File: config.mk
export PLATFORM = sky130hd
export DESIGN_NAME = iq_envelope_detector_flat
export DESIGN_NICKNAME = d
export VERILOG_FILES = /design/src/rtl/iq_envelope_detector_if.sv /design/src/rtl/iq_envelope_detector.sv /design/src/flat_wrapper.sv
export SDC_FILE = /design/constraint.sdc
export NUM_CORES = 1
export LEC_CHECK = 0
export CAP_MARGIN = 20
export CORE_MARGIN = 2
export CORE_UTILIZATION = 40
export DETAILED_ROUTE_END_ITERATION = 12
export GPL_TIMING_DRIVEN = 0
export PLACE_DENSITY = 0.59
export REMOVE_ABC_BUFFERS = 1
export SLEW_MARGIN = 30
export SYNTH_ARGS = -nofsm -noshare
export SYNTH_HDL_FRONTEND = slang
export SYNTH_SLANG_ARGS = --single-unit
File: constraint.sdc
create_clock -name clk -period 2.3 [get_ports clk]
set_input_delay 0.23 -clock clk [delete_from_list [all_inputs] [get_ports clk]]
set_output_delay 0.23 -clock clk [all_outputs]
set_load 0.05 [all_outputs]
File: src/rtl/iq_envelope_detector_if.sv
// I/Q sample streams in, envelope magnitude and FIFO status out.
interface iq_envelope_detector_if #(
    parameter int unsigned DATA_W     = 16,
    parameter int unsigned FIFO_DEPTH = 4
);
    localparam int unsigned LW = $clog2(FIFO_DEPTH) + 1;

    logic [DATA_W-1:0] real_in;
    logic              real_valid;
    logic [DATA_W-1:0] hilbert_in;
    logic              hilbert_valid;
    logic              flush;
    logic [DATA_W-1:0] mag_out;
    logic              mag_valid;
    logic [1:0]        overflow;
    logic [LW-1:0]     i_level;
    logic [LW-1:0]     q_level;

    modport master (
        output real_in, real_valid, hilbert_in, hilbert_valid, flush,
        input  mag_out, mag_valid, overflow, i_level, q_level
    );

    modport slave (
        input  real_in, real_valid, hilbert_in, hilbert_valid, flush,
        output mag_out, mag_valid, overflow, i_level, q_level
    );
endinterface

File: src/rtl/iq_envelope_detector.sv
// Pairs I/Q samples through skew FIFOs, reduces each pair to a saturated magnitude
// (L1 or alpha-max-beta-min) and optionally decimates the result stream.
module iq_envelope_detector #(
    parameter int unsigned DATA_W     = 16,
    parameter int unsigned FIFO_DEPTH = 4,
    parameter int unsigned MAG_MODE   = 0,
    parameter int unsigned DECIM      = 1
) (
    input logic                   clk,
    input logic                   rst,
    iq_envelope_detector_if.slave bus
);
    localparam int unsigned AW = $clog2(FIFO_DEPTH);
    localparam int unsigned LW = AW + 1;
    localparam int unsigned CW = (DECIM > 1) ? $clog2(DECIM) : 1;
    localparam logic [DATA_W:0] SAT_MAX = {2'b00, {(DATA_W-1){1'b1}}};

    logic [DATA_W-1:0] mem_q    [2][FIFO_DEPTH];
    logic [AW-1:0]     wr_ptr_q [2];
    logic [AW-1:0]     rd_ptr_q [2];
    logic [LW-1:0]     cnt_q    [2];
    logic [DATA_W-1:0] wr_data  [2];
    logic [1:0]        wr_req, accept, drop, nonempty;
    logic [1:0]        ovf_q;
    logic              pop;

    logic              s1_vld_q, s2_vld_q, mag_valid_q;
    logic [DATA_W-1:0] s1_i_q, s1_q_q, s1_max, s1_min, sat, mag_q;
    logic [DATA_W:0]   comb, s2_q;
    logic [CW-1:0]     dec_cnt_q;
    logic              emit;

    function automatic logic [DATA_W-1:0] abs_val(input logic [DATA_W-1:0] x);
        // Most-negative input becomes 2^(DATA_W-1) as an unsigned value, no wrap.
        return x[DATA_W-1] ? (~x + DATA_W'(1)) : x;
    endfunction

    always_comb begin
        wr_req     = {bus.hilbert_valid, bus.real_valid};
        wr_data[0] = bus.real_in;
        wr_data[1] = bus.hilbert_in;
        nonempty   = '0;
        accept     = '0;
        drop       = '0;
        for (int s = 0; s < 2; s++) begin
            nonempty[s] = (cnt_q[s] != '0);
        end
        pop = &nonempty;
        for (int s = 0; s < 2; s++) begin
            // A full FIFO that pops this cycle still has room for the write.
            accept[s] = wr_req[s] && ((cnt_q[s] != LW'(FIFO_DEPTH)) || pop);
            drop[s]   = wr_req[s] && !accept[s];
        end
    end

    always_ff @(posedge clk) begin
        if (rst || bus.flush) begin
            for (int s = 0; s < 2; s++) begin
                wr_ptr_q[s] <= '0;
                rd_ptr_q[s] <= '0;
                cnt_q[s]    <= '0;
            end
        end else begin
            for (int s = 0; s < 2; s++) begin
                if (accept[s]) begin
                    mem_q[s][wr_ptr_q[s]] <= wr_data[s];
                    wr_ptr_q[s]           <= wr_ptr_q[s] + AW'(1);
                end
                if (pop) rd_ptr_q[s] <= rd_ptr_q[s] + AW'(1);
                cnt_q[s] <= cnt_q[s] + LW'(accept[s]) - LW'(pop);
            end
        end
    end

    always_ff @(posedge clk) begin
        if (rst) begin
            ovf_q <= '0;
        end else if (!bus.flush) begin
            ovf_q <= ovf_q | drop;
        end
    end

    always_comb begin
        s1_max = (s1_i_q >= s1_q_q) ? s1_i_q : s1_q_q;
        s1_min = (s1_i_q >= s1_q_q) ? s1_q_q : s1_i_q;
        if (MAG_MODE == 0) begin
            comb = {1'b0, s1_i_q} + {1'b0, s1_q_q};
        end else begin
            comb = {1'b0, s1_max} + {3'b000, s1_min[DATA_W-1:2]}
                 + {4'b0000, s1_min[DATA_W-1:3]};
        end
        sat  = (s2_q > SAT_MAX) ? SAT_MAX[DATA_W-1:0] : s2_q[DATA_W-1:0];
        emit = s2_vld_q && (dec_cnt_q == CW'(DECIM - 1));
    end

    always_ff @(posedge clk) begin
        if (rst || bus.flush) begin
            s1_vld_q    <= 1'b0;
            s2_vld_q    <= 1'b0;
            mag_valid_q <= 1'b0;
            dec_cnt_q   <= '0;
        end else begin
            s1_vld_q <= pop;
            if (pop) begin
                s1_i_q <= abs_val(mem_q[0][rd_ptr_q[0]]);
                s1_q_q <= abs_val(mem_q[1][rd_ptr_q[1]]);
            end
            s2_vld_q <= s1_vld_q;
            if (s1_vld_q) s2_q <= comb;
            mag_valid_q <= emit;
            if (s2_vld_q) dec_cnt_q <= emit ? '0 : dec_cnt_q + CW'(1);
        end
    end

    // Output value holds across flush and across decimated-away samples.
    always_ff @(posedge clk) begin
        if (rst) begin
            mag_q <= '0;
        end else if (!bus.flush && emit) begin
            mag_q <= sat;
        end
    end

    assign bus.mag_out   = mag_q;
    assign bus.mag_valid = mag_valid_q;
    assign bus.overflow  = ovf_q;
    assign bus.i_level   = cnt_q[0];
    assign bus.q_level   = cnt_q[1];
endmodule

File: src/flat_wrapper.sv
// flat-port wrapper written by rule: the top's interface ports become plain ports
module iq_envelope_detector_flat 
#(
    parameter int unsigned DATA_W     = 16,
    parameter int unsigned FIFO_DEPTH = 4,
    parameter int unsigned MAG_MODE   = 0,
    parameter int unsigned DECIM      = 1
)
  (clk, rst, bus_real_in, bus_real_valid, bus_hilbert_in, bus_hilbert_valid, bus_flush, bus_mag_out, bus_mag_valid, bus_overflow, bus_i_level, bus_q_level);
  iq_envelope_detector_if #(.DATA_W(DATA_W), .FIFO_DEPTH(FIFO_DEPTH)) bus_i ();
  input logic clk;
  input logic rst;
  input wire logic [$bits(bus_i.real_in)-1:0] bus_real_in;
  input wire logic [$bits(bus_i.real_valid)-1:0] bus_real_valid;
  input wire logic [$bits(bus_i.hilbert_in)-1:0] bus_hilbert_in;
  input wire logic [$bits(bus_i.hilbert_valid)-1:0] bus_hilbert_valid;
  input wire logic [$bits(bus_i.flush)-1:0] bus_flush;
  output wire logic [$bits(bus_i.mag_out)-1:0] bus_mag_out;
  output wire logic [$bits(bus_i.mag_valid)-1:0] bus_mag_valid;
  output wire logic [$bits(bus_i.overflow)-1:0] bus_overflow;
  output wire logic [$bits(bus_i.i_level)-1:0] bus_i_level;
  output wire logic [$bits(bus_i.q_level)-1:0] bus_q_level;
  assign bus_i.real_in = bus_real_in;
  assign bus_i.real_valid = bus_real_valid;
  assign bus_i.hilbert_in = bus_hilbert_in;
  assign bus_i.hilbert_valid = bus_hilbert_valid;
  assign bus_i.flush = bus_flush;
  assign bus_mag_out = bus_i.mag_out;
  assign bus_mag_valid = bus_i.mag_valid;
  assign bus_overflow = bus_i.overflow;
  assign bus_i_level = bus_i.i_level;
  assign bus_q_level = bus_i.q_level;
  iq_envelope_detector #(.DATA_W(DATA_W), .FIFO_DEPTH(FIFO_DEPTH), .MAG_MODE(MAG_MODE), .DECIM(DECIM)) u_core (.clk(clk), .rst(rst), .bus(bus_i));
endmodule
==> impl_metrics.csv <==
group,metric,value,unit
status,status,"finished with violations",
status,violations,"negative setup slack",
sta,slew_violations,0,
logic_synthesis,yosys.area.top_type,"edfxtp_1",
route,top_layer_used,"met4",
clock_network,clk_path_buf_depth,3,
global_routing,antenna_found_initial,0,
finish,drive_gt1_share,24.5,%
finish,syn2layout_area_growth,27.2,%
logic_synthesis,synthCells,593,
logic_synthesis,synth_edf_count,185,
finish,final_core_utilization,51.3,%
sta,worst_slack,-0.240,ns
clock_network,clock_sinks,213,
placed_design,dp_cells,930,
run,drv_cap,0,
die,die_w,154,µm
hold_path,hp-start,"bus_real_in[8]",
critical_path,timing.rr.start,"u_core.rd_ptr_q[0][2]",
route,wire_per_inst,16.9,µm
route,antenna_left,0,
sta,final.min_clock_period,2.54,ns
finish,design_area,11500,µm²
pwr,powerDensity,762,nW/µm²
logic_synthesis,synth.distinct_cells,48,
die,die_h,154,µm
sta,fin_crit_sh,110,%
critical_path,r2r-end,"u_core.s1_q_q[9]",
global_routing,grt_pass1_wl,27200,µm
logic_synthesis,synth_top_flop_cell,"edfxtp_1",
placed_design,gp_congestion,0.850,
clock_network,cts_root_buf,"clkbuf_16",
clock_network,h-tree-depth,1,
logic_synthesis,synth_area_leaders,"edfxtp_1, mux4_2, dfxtp_1",
clock_network,path_clk_slew,0.06,ns
hold_path,hold_class,"in -> reg",
pwr,p_leak,4.04,nW
finish,instances_no_fill,1013,
route,vias,5120,
sta,finalSetupViolations,21,
global_routing,grt_util_all_layers,14.4,%
sta,skew,0.0141,ns
die,core-area,22400,µm²
finish,layout.nets,783,
critical_path,critical_path_peak_fanout,6,
sta,max-slew-margin-rel,34.2,%
route,wl_met1,7590,µm
route,vias_per_cell,5.05,
route,met2_length,8470,µm
sta,worst_hold_slack,0.354,ns
logic_synthesis,ys.warnings.count,0,
global_routing,global_route.overflow_total,0,
critical_path,path_class,"reg -> reg",
sta,finalHoldViolCount,0,
finish,n_fill_cell,1854,
placed_design,dp_hpwl,11100,µm
critical_path,critPathArrivalTime,2.78,ns
critical_path,endpoint_kind,"register",
pwr,total_power,8.76,mW
route,wl_met3,634,µm
clock_network,cts-buffers-inserted,24,
finish,diodes,0,
logic_synthesis,yosysSeqAreaShare,67.7,%
logic_synthesis,synth_area_per_cell,15.2,µm²
die,initial_core_util,40.3,%
sta,tightest_slew,0.987,ns
pwr,vdd_drop_max,0.659,mV
placed_design,dpl-instance-area,10000,µm²
logic_synthesis,synth-seq-cells,213,
route,first_pass_iters,4,
logic_synthesis,ys_async_sr_fraction,0,%
logic_synthesis,synth_area,9040,µm²
route,drc,0,
clock_network,cts_tree,"done",
global_routing,grt_max_degree,33,
hold_path,worst_hold_path.endpoint,"u_core.mem_q[0][56]",
global_routing,grt_pass1_vias,5295,
critical_path,setup.worst_path.start_class,"register",
die,num_rows,55,
die,design.portCount,62,
hold_path,whs_path_depth,1,
sta,grt_setup_unrepaired,"yes",
route,drt_iter0_markers,332,
critical_path,r2r_slack,-0.24,ns
placed_design,port_buffers,61,
route,wl,17100,µm
die,die_area,23800,µm²
clock_network,insertion_delay,0.51,ns
critical_path,cp_data_required_time,2.54,ns
sta,max_freq,394,MHz
critical_path,reg2reg_depth,8,
logic_synthesis,yosysTopAreaCellShare,61.5,%
metrics by stage:
stage	worst slack [ns]	TNS [ns]
after floorplan	-0.397	-6.03
after global placement	-1.43	-235.72
after detailed placement	-1.21	-210.88
after CTS	-0.194	-1.26
after global routing	-0.280	-4.24
final	-0.240	-2.40
report_power, final:
part	internal, mW	switching (mW)
Clock	2.31	1.44
Combinational	0.337	0.371
Sequential	4.28	0.0273
Total	6.92	1.84
worst max path at each step:
stage | start | to | cells past startpoint
2_1_floorplan | u_core.rd_ptr_q[0][2] | u_core.s1_q_q[11] | 6
3_3_place_gp | bus_flush | u_core.bus.mag_out[11] | 5
3_5_place_dp | rst | u_core.mem_q[0][80] | 5
4_1_cts | u_core.s1_i_q[0] | u_core.s2_q[16] | 8
5_1_grt | u_core.rd_ptr_q[0][2] | u_core.s1_q_q[10] | 8
6_report | u_core.rd_ptr_q[0][2] | u_core.s1_q_q[9] | 8
registers in the layout, indices dropped and copies added (netlist names):
signal                cells
u_core.wr_ptr_q           4
u_core.bus.overflow       2
u_core.s1_vld_q           1
u_core.s1_q_q            16
u_core.rd_ptr_q           4
u_core.s2_vld_q           1
u_core.mem_q            128
u_core.s1_i_q            16
u_core.bus.mag_out       16
u_core.cnt_q              6
u_core.dec_cnt_q          1
u_core.bus.mag_valid      1
u_core.s2_q              17
critical path, cell delays in order, from the launching register on:
cell      delay (ns)
edfxtp_1        0.39
buf_8           0.13
buf_8           0.12
mux4_2          0.55
nor4_4          0.37
and2b_2         0.24
and2_4          0.20
a21oi_2         0.07
xor2_1          0.18
layout make-up:
type / count / area (µm²) / area share, %
clock buffer: 34 / 732 / 6.36
tap: 285 / 357 / 3.10
inverter: 29 / 109 / 0.947
sequential: 213 / 6120 / 53.2
clock inverter: 7 / 60.1 / 0.522
timing repair buffer: 108 / 1070 / 9.27
multi-input combinational: 337 / 3060 / 26.6
timing repair:
action	4_1_cts	5_1_grt
hold buffers	0	0
pin swaps	14	25
endpoints found under the setup margin	212	25
resized for setup	44	35
buffers inserted	24	18
cells by family (layout without fill, tap and decap cells):
kind of cell | after synthesis | after routing | synth area share [%]
flops | 213 | 213 | 67.7
simple gates | 152 | 152 | 8.36
fa+ha+maj | 33 | 33 | 4.82
compound gates | 72 | 72 | 4.93
xor+xnor | 45 | 45 | 4.36
buf+inv | 43 | 178 | 1.95
mux | 35 | 35 | 7.93
synthesized netlist by cell type, types with 5 or more instances:
master	instances
nand2b_1	5
and2_1	20
edfxtp_1	185
a21oi_1	23
nand4_1	5
mux4_2	29
nor3_1	21
nor2_1	52
a21o_1	7
nand2_1	22
o21ai_0	11
o21ai_1	9
clkbuf_1	8
dfxtp_1	28
inv_1	29
xnor2_1	24
xor2_1	21
ha_1	30
metal layers:
layer	vias up	GRT usage [%]
met5	-	0
met4	0	4.06
met3	32	2.52
met2	102	25.3
met1	2525	18.4
li1	2461	-
placed cells by master (no fill, tap or decap), types with 18 or more instances in the layout:
cell,netlist,routed
edfxtp_1,185,185
nor3_1,21,19
buf_4,1,34
xnor2_1,24,21
dfxtp_1,28,28
ha_1,30,28
clkbuf_16,0,27
xor2_1,21,21
inv_1,29,27
clkdlybuf4s50_1,0,60
mux4_2,29,29
nor2_1,52,49
nand2_1,22,18
No activity file was read; power rests on OpenSTA's default activity.
